$ cat src/rtl/uart_pkg.sv
// -----------------------------------------------------------------------------
// uart_pkg
// Constants and types shared by the UART RX deserializer and the TX side.
//   - UART_DATA_WIDTH / UART_OVERSAMPLE : default frame width and oversampling.
//   - rx_state_e                        : RX frame state machine encoding.
//   - mid_tick()                        : mid-bit tick index for an oversample.
// -----------------------------------------------------------------------------
package uart_pkg;

  localparam int UART_DATA_WIDTH = 8;
  localparam int UART_OVERSAMPLE = 16;

  typedef enum logic [2:0] {
    IDLE   = 3'd0,
    START  = 3'd1,
    DATA   = 3'd2,
    PARITY = 3'd3,
    STOP   = 3'd4
  } rx_state_e;

  // Centre of a bit period in baud ticks; majority samples sit at MID-1..MID+1.
  function automatic int mid_tick(input int oversample);
    return oversample / 2;
  endfunction

endpackage

$ cat src/rtl/uart_rx_deserializer_if.sv
// -----------------------------------------------------------------------------
// uart_rx_deserializer_if
// Receive-side result bus from the deserializer to the RX FIFO/register block.
//   rx_data    : received word, held until the next frame completes
//   rx_valid   : one-cycle pulse per completed frame
//   parity_err : parity mismatch, qualified by rx_valid
//   frame_err  : stop bit sampled low, qualified by rx_valid
//   rx_busy    : a frame is in progress
// Modports: master (deserializer drives), slave (consumer reads).
// -----------------------------------------------------------------------------
interface uart_rx_deserializer_if #(
  parameter int DATA_WIDTH = uart_pkg::UART_DATA_WIDTH
) ();

  logic [DATA_WIDTH-1:0] rx_data;
  logic                  rx_valid;
  logic                  parity_err;
  logic                  frame_err;
  logic                  rx_busy;

  modport master (
    output rx_data, rx_valid, parity_err, frame_err, rx_busy
  );

  modport slave (
    input rx_data, rx_valid, parity_err, frame_err, rx_busy
  );

endinterface

$ cat src/rtl/uart_rx_sampler.sv
// -----------------------------------------------------------------------------
// uart_rx_sampler
// Mid-bit capture and 2-of-3 majority vote for the UART receiver.
//   clk, rst_n  : clock, asynchronous active-low reset
//   baud_tick   : oversampling strobe
//   active      : receiver is inside a frame (sampling enabled)
//   tick_pos    : position within the bit that the current tick lands on
//   rx_in       : debounced serial line
//   bit_val     : majority of the samples at MID-1, MID, MID+1
//   bit_strobe  : high for the cycle of the MID+1 tick (decision point)
// -----------------------------------------------------------------------------
module uart_rx_sampler
  import uart_pkg::*;
#(
  parameter  int OVERSAMPLE = UART_OVERSAMPLE,
  localparam int CW         = $clog2(OVERSAMPLE)
) (
  input  logic          clk,
  input  logic          rst_n,
  input  logic          baud_tick,
  input  logic          active,
  input  logic [CW-1:0] tick_pos,
  input  logic          rx_in,
  output logic          bit_val,
  output logic          bit_strobe
);

  localparam int MID = mid_tick(OVERSAMPLE);

  // The first two samples are registered; the third is the live line value on
  // the MID+1 tick, so the decision is available in the same cycle and the
  // downstream output registers add exactly one clk of latency.
  logic samp_reg [2];

  genvar gi;
  generate
    for (gi = 0; gi < 2; gi++) begin : g_capture
      always_ff @(posedge clk or negedge rst_n) begin
        if (!rst_n) begin
          samp_reg[gi] <= 1'b0;
        end else if (active && baud_tick && (tick_pos == CW'(MID - 1 + gi))) begin
          samp_reg[gi] <= rx_in;
        end
      end
    end
  endgenerate

  assign bit_strobe = active && baud_tick && (tick_pos == CW'(MID + 1));
  assign bit_val    = (samp_reg[0] & samp_reg[1]) |
                      (samp_reg[0] & rx_in)       |
                      (samp_reg[1] & rx_in);

endmodule

$ cat src/rtl/uart_rx_deserializer.sv
// -----------------------------------------------------------------------------
// uart_rx_deserializer
// UART receive deserializer: start-bit validation, mid-bit majority sampling,
// optional parity check, stop-bit check, parallel word output.
//   clk, rst_n   : clock, asynchronous active-low reset
//   rx_in        : debounced serial line, idle high
//   baud_tick    : OVERSAMPLE strobes per bit period
//   parity_en    : frame carries a parity bit (latched at start of frame)
//   parity_type  : 0 = even, 1 = odd (latched at start of frame)
//   rx_if        : result bus (master) - rx_data, rx_valid, parity_err,
//                  frame_err, rx_busy
// Build option: UART_RX_PARITY_EN - when defined the PARITY state and parity
// checking exist; otherwise parity_en/parity_type are ignored and parity_err
// is always 0.
// -----------------------------------------------------------------------------
module uart_rx_deserializer
  import uart_pkg::*;
#(
  parameter int DATA_WIDTH = UART_DATA_WIDTH,
  parameter int OVERSAMPLE = UART_OVERSAMPLE
) (
  input  logic                    clk,
  input  logic                    rst_n,
  input  logic                    rx_in,
  input  logic                    baud_tick,
  input  logic                    parity_en,
  input  logic                    parity_type,
  uart_rx_deserializer_if.master  rx_if
);

  localparam int CW = $clog2(OVERSAMPLE);
  localparam int BW = (DATA_WIDTH > 1) ? $clog2(DATA_WIDTH) : 1;

  rx_state_e             state_reg, state_next;
  logic [CW-1:0]         tick_cnt_reg;
  logic [CW-1:0]         tick_pos;
  logic [BW-1:0]         bit_cnt_reg;
  logic [DATA_WIDTH-1:0] shift_reg;
  logic [DATA_WIDTH-1:0] rx_data_reg;
  logic                  rx_valid_reg;
  logic                  parity_err_reg;
  logic                  frame_err_reg;

  logic active, wrap, start_detect, last_bit;
  logic bit_val, bit_strobe;
  logic shift_en, bit_inc, par_check, deliver, busy;

  // Comparisons use the count the current tick lands on, so the first low
  // sample in IDLE is position 0 of the start bit and positions stay aligned
  // with the line for the whole frame.
  assign tick_pos     = (tick_cnt_reg == CW'(OVERSAMPLE - 1)) ? '0 : tick_cnt_reg + 1'b1;
  assign wrap         = baud_tick && (tick_cnt_reg == CW'(OVERSAMPLE - 1));
  assign active       = (state_reg != IDLE);
  assign start_detect = (state_reg == IDLE) && baud_tick && !rx_in;
  assign last_bit     = (bit_cnt_reg == BW'(DATA_WIDTH - 1));

  uart_rx_sampler #(
    .OVERSAMPLE (OVERSAMPLE)
  ) u_sampler (
    .clk        (clk),
    .rst_n      (rst_n),
    .baud_tick  (baud_tick),
    .active     (active),
    .tick_pos   (tick_pos),
    .rx_in      (rx_in),
    .bit_val    (bit_val),
    .bit_strobe (bit_strobe)
  );

`ifdef UART_RX_PARITY_EN
  logic par_en_reg, par_type_reg, parity_bad_reg;

  always_ff @(posedge clk or negedge rst_n) begin
    if (!rst_n) begin
      par_en_reg     <= 1'b0;
      par_type_reg   <= 1'b0;
      parity_bad_reg <= 1'b0;
    end else if (start_detect) begin
      // Configuration is frozen per frame; a frame without parity reports 0.
      par_en_reg     <= parity_en;
      par_type_reg   <= parity_type;
      parity_bad_reg <= 1'b0;
    end else if (par_check) begin
      parity_bad_reg <= (^shift_reg) ^ bit_val ^ par_type_reg;
    end
  end
`else
  logic unused_parity_cfg;
  assign unused_parity_cfg = parity_en ^ parity_type;
`endif

  // State register
  always_ff @(posedge clk or negedge rst_n) begin
    if (!rst_n) begin
      state_reg <= IDLE;
    end else begin
      state_reg <= state_next;
    end
  end

  // Next-state logic
  always_comb begin
    state_next = state_reg;
    case (state_reg)
      IDLE: begin
        if (start_detect) state_next = START;
      end
      START: begin
        if (bit_strobe && bit_val) state_next = IDLE;  // false start
        else if (wrap)             state_next = DATA;
      end
      DATA: begin
        if (wrap && last_bit) begin
`ifdef UART_RX_PARITY_EN
          state_next = par_en_reg ? PARITY : STOP;
`else
          state_next = STOP;
`endif
        end
      end
`ifdef UART_RX_PARITY_EN
      PARITY: begin
        if (wrap) state_next = STOP;
      end
`endif
      STOP: begin
        // Leave at the decision rather than the wrap so a start bit that
        // follows immediately is caught on the next tick.
        if (bit_strobe) state_next = IDLE;
      end
      default: state_next = IDLE;
    endcase
  end

  // Output / datapath control decode
  always_comb begin
    shift_en  = 1'b0;
    bit_inc   = 1'b0;
    par_check = 1'b0;
    deliver   = 1'b0;
    busy      = (state_reg != IDLE);
    case (state_reg)
      DATA: begin
        shift_en = bit_strobe;
        bit_inc  = wrap && !last_bit;
      end
      PARITY: par_check = bit_strobe;
      STOP:   deliver   = bit_strobe;
      default: ;
    endcase
  end

  // Counters, shift register and output registers
  always_ff @(posedge clk or negedge rst_n) begin
    if (!rst_n) begin
      tick_cnt_reg   <= '0;
      bit_cnt_reg    <= '0;
      shift_reg      <= '0;
      rx_data_reg    <= '0;
      rx_valid_reg   <= 1'b0;
      parity_err_reg <= 1'b0;
      frame_err_reg  <= 1'b0;
    end else begin
      if (start_detect) begin
        tick_cnt_reg <= '0;
      end else if (active && baud_tick) begin
        tick_cnt_reg <= tick_pos;
      end

      if (start_detect) begin
        bit_cnt_reg <= '0;
      end else if (bit_inc) begin
        bit_cnt_reg <= bit_cnt_reg + 1'b1;
      end

      // LSB arrives first, so shift in from the top.
      if (shift_en) begin
        shift_reg <= {bit_val, shift_reg[DATA_WIDTH-1:1]};
      end

      rx_valid_reg <= deliver;
      if (deliver) begin
        rx_data_reg   <= shift_reg;
        frame_err_reg <= !bit_val;
`ifdef UART_RX_PARITY_EN
        parity_err_reg <= parity_bad_reg;
`else
        parity_err_reg <= 1'b0;
`endif
      end
    end
  end

  assign rx_if.rx_data    = rx_data_reg;
  assign rx_if.rx_valid   = rx_valid_reg;
  assign rx_if.parity_err = parity_err_reg;
  assign rx_if.frame_err  = frame_err_reg;
  assign rx_if.rx_busy    = busy;

endmodule
$ cat src/flat_wrapper.sv
// flat-port wrapper written by rule: the top's interface ports become plain ports
module uart_rx_deserializer_flat import uart_pkg::*;
#(
  parameter int DATA_WIDTH = UART_DATA_WIDTH,
  parameter int OVERSAMPLE = UART_OVERSAMPLE
)
  (clk, rst_n, rx_in, baud_tick, parity_en, parity_type, rx_if_rx_data, rx_if_rx_valid, rx_if_parity_err, rx_if_frame_err, rx_if_rx_busy);
  uart_rx_deserializer_if #(.DATA_WIDTH(DATA_WIDTH)) rx_if_i ();
  input  logic clk;
  input  logic rst_n;
  input  logic rx_in;
  input  logic baud_tick;
  input  logic parity_en;
  input  logic parity_type;
  output wire logic [$bits(rx_if_i.rx_data)-1:0] rx_if_rx_data;
  output wire logic [$bits(rx_if_i.rx_valid)-1:0] rx_if_rx_valid;
  output wire logic [$bits(rx_if_i.parity_err)-1:0] rx_if_parity_err;
  output wire logic [$bits(rx_if_i.frame_err)-1:0] rx_if_frame_err;
  output wire logic [$bits(rx_if_i.rx_busy)-1:0] rx_if_rx_busy;
  assign rx_if_rx_data = rx_if_i.rx_data;
  assign rx_if_rx_valid = rx_if_i.rx_valid;
  assign rx_if_parity_err = rx_if_i.parity_err;
  assign rx_if_frame_err = rx_if_i.frame_err;
  assign rx_if_rx_busy = rx_if_i.rx_busy;
  uart_rx_deserializer #(.DATA_WIDTH(DATA_WIDTH), .OVERSAMPLE(OVERSAMPLE)) u_core (.clk(clk), .rst_n(rst_n), .rx_in(rx_in), .baud_tick(baud_tick), .parity_en(parity_en), .parity_type(parity_type), .rx_if(rx_if_i));
endmodule
$ cat config.mk
export PLATFORM = sky130hd
export DESIGN_NAME = uart_rx_deserializer_flat
export DESIGN_NICKNAME = d
export VERILOG_FILES = /design/src/rtl/uart_pkg.sv /design/src/rtl/uart_rx_deserializer_if.sv /design/src/rtl/uart_rx_sampler.sv /design/src/rtl/uart_rx_deserializer.sv /design/src/flat_wrapper.sv
export SDC_FILE = /design/constraint.sdc
export NUM_CORES = 1
export LEC_CHECK = 0
export CAP_MARGIN = 20
export CORE_ASPECT_RATIO = 1.2
export CORE_MARGIN = 3
export CORE_UTILIZATION = 54
export DETAILED_ROUTE_END_ITERATION = 7
export GPL_TIMING_DRIVEN = 1
export PLACE_DENSITY = 0.78
export SETUP_SLACK_MARGIN = 0.5
export SYNTH_ARGS = -nofsm -noshare
export SYNTH_HDL_FRONTEND = slang
export SYNTH_SLANG_ARGS = --single-unit
$ cat constraint.sdc
create_clock -name clk -period 2.3 [get_ports clk]
set_input_delay 0.46 -clock clk [delete_from_list [all_inputs] [get_ports clk]]
set_output_delay 0.46 -clock clk [all_outputs]
set_load 0.05 [all_outputs]
# After elaboration in Yosys (flattened, before gate mapping)
# Cells that the tools add are included.
[totals]
ff_bits = 30
output_inout_bits = 12
[op_classes]
addsub = 2
n_eq_ne = 12
mux = 14
n_bitwise = 5
reduce_logical = 18
[ops]
columns = ["cell", "count"]
rows = [
  ["$mux W3", 7],
  ["$eq A4 B4 Y1 const B", 3],
  ["$mux W4", 3],
  ["$pmux W3 S4", 1],
  ["$logic_and A1 B1 Y1", 10],
  ["$eq A3 B3 Y1 const B", 2],
  ["$ne A2 B1 Y1 const B", 3],
  ["$add A4 B1 Y4 const B", 1],
  ["$eq A4 B3 Y1 const B", 1],
  ["$reduce_and A4 Y1", 1],
  ["$reduce_bool A2 Y1", 2],
  ["$add A3 B1 Y3 const B", 1],
  ["$and A1 B1 Y1", 3],
  ["$eq A3 B1 Y1 const B", 1],
  ["$eq A3 B2 Y1 const B", 1],
  ["$logic_not A1 Y1", 3],
  ["$logic_not A3 Y1", 1],
  ["$mux W1", 3],
  ["$ne A3 B1 Y1 const B", 1],
  ["$reduce_bool A3 Y1", 1],
  ["$or A1 B1 Y1", 2],
]

# Longest topological paths before layout
[depth]
word_depth = 7
mapped_depth = 5
mapped_depth_nobuf = 5

# Hierarchy
# A second synthesis with hierarchy kept.
[unflattened]
cells_unflattened = 112
area_unflattened_um2 = 1375.1
[modules_own_cells]
columns = ["module", "n_inst", "cells_per_inst", "area_each_um2", "seq_area_each_um2"]
rows = [
  ["uart_rx_deserializer", 1, 100, 1252.5, 700.7],
  ["uart_rx_sampler", 1, 12, 122.6, 50.0],
]

# Worst setup path before layout
# No wires, ideal clock.
[synth_path]
path_type = "flip-flop to flip-flop"
start = "register u_core.tick_cnt_reg[0]"
end = "register u_core.shift_reg[0]"
t_arrival_ps = 1900
t_required_ps = 2175
slack_ps = 275
path_stages_with_launch = 6
path_buffers = 0
period_less_slack_ps = 2025
path_cell_list = "dfrtp_1 > ha_1 > xnor2_1 > nand3_1 > nor3_4 > mux2_2"
[synth_via]
elab_chain_cells = 5
elab_cells_between_ends = 6
classes_between = "add/sub: 1; eq/ne: 2; mux: 2; reduce/logical: 1"
[synth_lines]
columns = ["item", "line_no", "rtl"]
rows = [
  ["start: declaration", "uart_rx_deserializer.sv:35", "logic [CW-1:0] tick_cnt_reg;"],
  ["start signal: assignment", "uart_rx_deserializer.sv:167", "tick_cnt_reg <= tick_pos;"],
  ["$add A4 B1 Y4 or $eq A4 B4 Y1 (tied branches)", "uart_rx_deserializer.sv:51", "assign tick_pos = (tick_cnt_reg == CW'(OVERSAMPLE - 1)) ? '0 : tick_cnt_reg + 1'b1;"],
  ["$mux W4 *", "uart_rx_deserializer.sv:51", ""],
  ["$eq A4 B4 Y1 *", "uart_rx_sampler.sv:48", "assign bit_strobe = active && baud_tick && (tick_pos == CW'(MID + 1));"],
  ["$logic_and A1 B1 Y1 *", "uart_rx_sampler.sv:48", ""],
  ["$mux W1 *", "uart_rx_deserializer.sv:142", "case (state_reg)"],
  ["end signal: assignment", "uart_rx_deserializer.sv:178", "shift_reg <= {bit_val, shift_reg[DATA_WIDTH-1:1]};"],
  ["end: declaration", "uart_rx_deserializer.sv:38", "logic [DATA_WIDTH-1:0] shift_reg;"],
]
# Mark *: on every way between the ends. The rest lies on a longest branch, timed or not.
# A chain may end at the register's enable or synchronous reset.

# Final worst setup path
[layout_path]
start = "register u_core.tick_cnt_reg[3]"
end = "register u_core.rx_data_reg[4], in the netlist u_core.rx_if.rx_data[4]"
[layout_via]
elab_chain_cells = 5
elab_cells_between_ends = 6
classes_between = "add/sub: 1; eq/ne: 2; mux: 2; reduce/logical: 1"
[layout_lines]
columns = ["item", "line_no", "rtl"]
rows = [
  ["$add A4 B1 Y4 or $eq A4 B4 Y1 (tied branches)", "uart_rx_deserializer.sv:51", ""],
  ["$mux W4 *", "uart_rx_deserializer.sv:51", ""],
  ["$eq A4 B4 Y1 *", "uart_rx_sampler.sv:48", ""],
  ["$logic_and A1 B1 Y1 *", "uart_rx_sampler.sv:48", ""],
  ["$mux W1 *", "uart_rx_deserializer.sv:142", ""],
  ["end signal: assignment", "uart_rx_deserializer.sv:183", "rx_data_reg <= shift_reg;"],
  ["end: declaration", "uart_rx_deserializer.sv:39", "logic [DATA_WIDTH-1:0] rx_data_reg;"],
]
# Marks and branches as above.

==> impl_metrics.ini <==
[synth]
synth_top_area_cell = dfrtp_1
synth_area_mm2 = 0.00142
synth_area_leaders = dfrtp_1 (53%), mux2_2 (12%), ha_1 (5.3%)
netlist.area_leader.share_pct = 52.8
syn_area_per_cell_um2 = 12.7
ys_ff_latch = 30
synth_cell_types = 35
yosysWarningCount = 0
synth_edf_count = 0
synth_async_sr_flop_share_pct = 100
ys.flop_type = dfrtp_1
yosys-top-cells-count = dfrtp_1 (30), mux2_2 (15), nand2_1 (11)
syn_inst = 112
yosysMostFrequentCell = dfrtp_1
synth.net_count = 124
synth_seq_area_share_pct = 52.8

[timing]
fin_crit_sh_pct = 84.2
setup_viol = 0
fin_crit_ns = 1.94
worst_slack_ns = 0.364
report.final.hold_viol_count = 0
slew_viol_final = 0
fmax_ghz = 0.516
setup_tns_ns = 0
rsz0062_at_grt = true
fin_worst_skew_ns = 0.00776

[clocking]
cts-root-buf = clkbuf_4
clock_path_buffers = 2
h-tree-depth = 2
cts_buffers = 5
cts_tree = yes
clkSlewWorstSetupHoldPaths_ns = 0.09
cts_hold_buf = 0
clk_latency_ns = 0.33
cts_sinks = 30

[global_routing]
grt_pass1_wl_um = 5150
overflow = 0
grt_pass1_vias = 1079
antenna_found_initial = 0
groute.usage.overall_pct = 21.5
grt_max_degree = 31

[setup_path]
path_cells = and4b_4 -> a311oi_4 -> buf_6 -> nor3_4 -> buf_6 -> buf_12 -> mux2_2
start_kind = flop
crit_path_frequent_cell = buf_6
slowest_stage = dfrtp_2
crit_fanout = 6
crit_start = u_core.tick_cnt_reg[3]
critPathCapture = u_core.rx_if.rx_data[4]
cp.buffers_inverters = 3
cpLargestDelayFamily = simple AND/OR/NAND/NOR gates
rrSetupSlack_ns = 0.36
critical-path-max-stage-delay_ns = 0.47
rr_startpoint = u_core.tick_cnt_reg[3]
crit_arrival_ns = 2.16
crit_path_end_kind = flop
cp.depth = 7
r2r_end = u_core.rx_if.rx_data[4]
r2r_cells = 7
critPathRequiredTime_ns = 2.52
crit_type = reg2reg

[power_and_ir_drop]
powerDensity_mw_per_mm2 = 861
leakagePower_nw = 0.985
ir_worst_vdd_mv = 0.992

[final_layout]
fin_util_pct = 84.0
areaGrowthSynthToFinish_pct = 41.9
n_antenna_cell = 0
drive_above_1_share_pct = 45.2
fin_nets = 169
fin_area_mm2 = 0.00202
n_fill_cell = 121

[placed_design]
placed_area_mm2 = 0.00171
gp_congestion = 0.842
post-place-ws_ns = 0.166
io_buffers = 14
place_hpwl_um = 1820

[route]
drt_wl_total_um = 3430
first_iter_violations = 19
vias_per_cell = 5.68
first_pass_iters = 4
num_vias = 1068
drc = 0
postRouteAntennaNets = 0
wl_per_cell_um = 18.2

[floorplan]
die_w_um = 52.8
start_util_pct = 59.2
rows = 19
coreArea_mm2 = 0.00240
dieArea_mm2 = 0.00329
dieHeight_um = 62.2
io_pins = 18

[run]
maxCapViolations = 0

[min_path]
hold_path.class = reg2reg

[run_status]
status = finished clean
-- routing by layer --
layer	vias to the layer above	track usage [%]	part of all wire [%]
li1	496	-	-
met1	533	27.0	41
met2	29	32.0	52
met3	10	5.26	3.7
met4	0	13.7	3.1
met5	-	0	0
-- stage by stage --
step / instances / hold WS (ns) / total power [mW]
6_report: 188 / 0.486 / 1.74
5_1_grt: 188 / 0.529 / 1.83
4_1_cts: 182 / 0.492 / 1.60
3_5_place_dp: 162 / 0.478 / 1.15
3_3_place_gp: 162 / 0.475 / 1.14
2_1_floorplan: 112 / 0.164 / 1.04
-- power by group --
group          total, mW  internal, mW  switching, mW
Combinational      0.768         0.410          0.359
Clock              0.287         0.110          0.178
Sequential         0.680         0.590         0.0902
Total               1.74          1.11          0.627
-- worst min path at each step --
stage / slack [ns] / to / from / cells after the start
after CTS: 0.49 / u_core.bit_cnt_reg[0] / u_core.bit_cnt_reg[0] / 1
after global routing: 0.53 / u_core.bit_cnt_reg[0] / u_core.bit_cnt_reg[0] / 1
after global placement: 0.48 / u_core.bit_cnt_reg[0] / u_core.bit_cnt_reg[0] / 1
after floorplan: 0.16 / u_core.bit_cnt_reg[0] / rst_n / 0
after detailed placement: 0.48 / u_core.bit_cnt_reg[0] / u_core.bit_cnt_reg[0] / 1
final: 0.49 / u_core.bit_cnt_reg[0] / u_core.bit_cnt_reg[0] / 1
-- layout make-up --
type                    count  area, um2  share of cell area (%)
clock buffers               5       37.5                    1.86
clock inverters             2       10.0                   0.496
inverters                   6       22.5                    1.12
repair buffers             40        404                    20.0
multi-input cells          74        746                    37.0
flip-flops and latches     30        758                    37.6
well taps                  31       38.8                    1.92
-- timing repair --
action,CTS,global route
hold endpoints to repair,0,0
setup endpoints to repair,29,26
pin swaps,3,1
gates resized for setup,36,13
buffers inserted,12,6
gates cloned,1,0
-- kinds of logic (layout without fill, tap and decap cells) --
group           after synthesis  in the layout  share of synthesized area [%]
compound gates               16             16                           8.72
xor+xnor                      1              1                          0.616
fa+ha+maj                     7              7                           5.99
buf+inv                       8             53                           2.38
flops                        30             30                           52.8
mux                          19             19                           15.1
other cells                   1              1                          0.264
simple gates                 30             30                           14.1
-- layout by cell type (no fill, tap or decap), types with 2 or more instances in the layout --
master,n
clkinv_2,2
buf_4,16
nand2_1,11
inv_1,5
ha_1,5
a22o_1,3
dfrtp_2,6
o21ai_0,5
clkbuf_4,5
dlygate4sd2_1,10
nand3_1,2
buf_6,7
nor3_4,2
mux2_4,15
mux2i_1,2
clkdlybuf4s50_1,3
buf_12,3
nand3b_1,2
dfrtp_1,24
nor2_1,2
-- worst register-to-register path, delay by kind of cell (launching register included) --
kind | cells | cell delay, ns
flops | 1 | 0.47
compound gates | 1 | 0.04
buf+inv | 3 | 0.40
simple gates | 2 | 0.60
mux | 1 | 0.33
No activity file was read; power rests on OpenSTA's default activity.
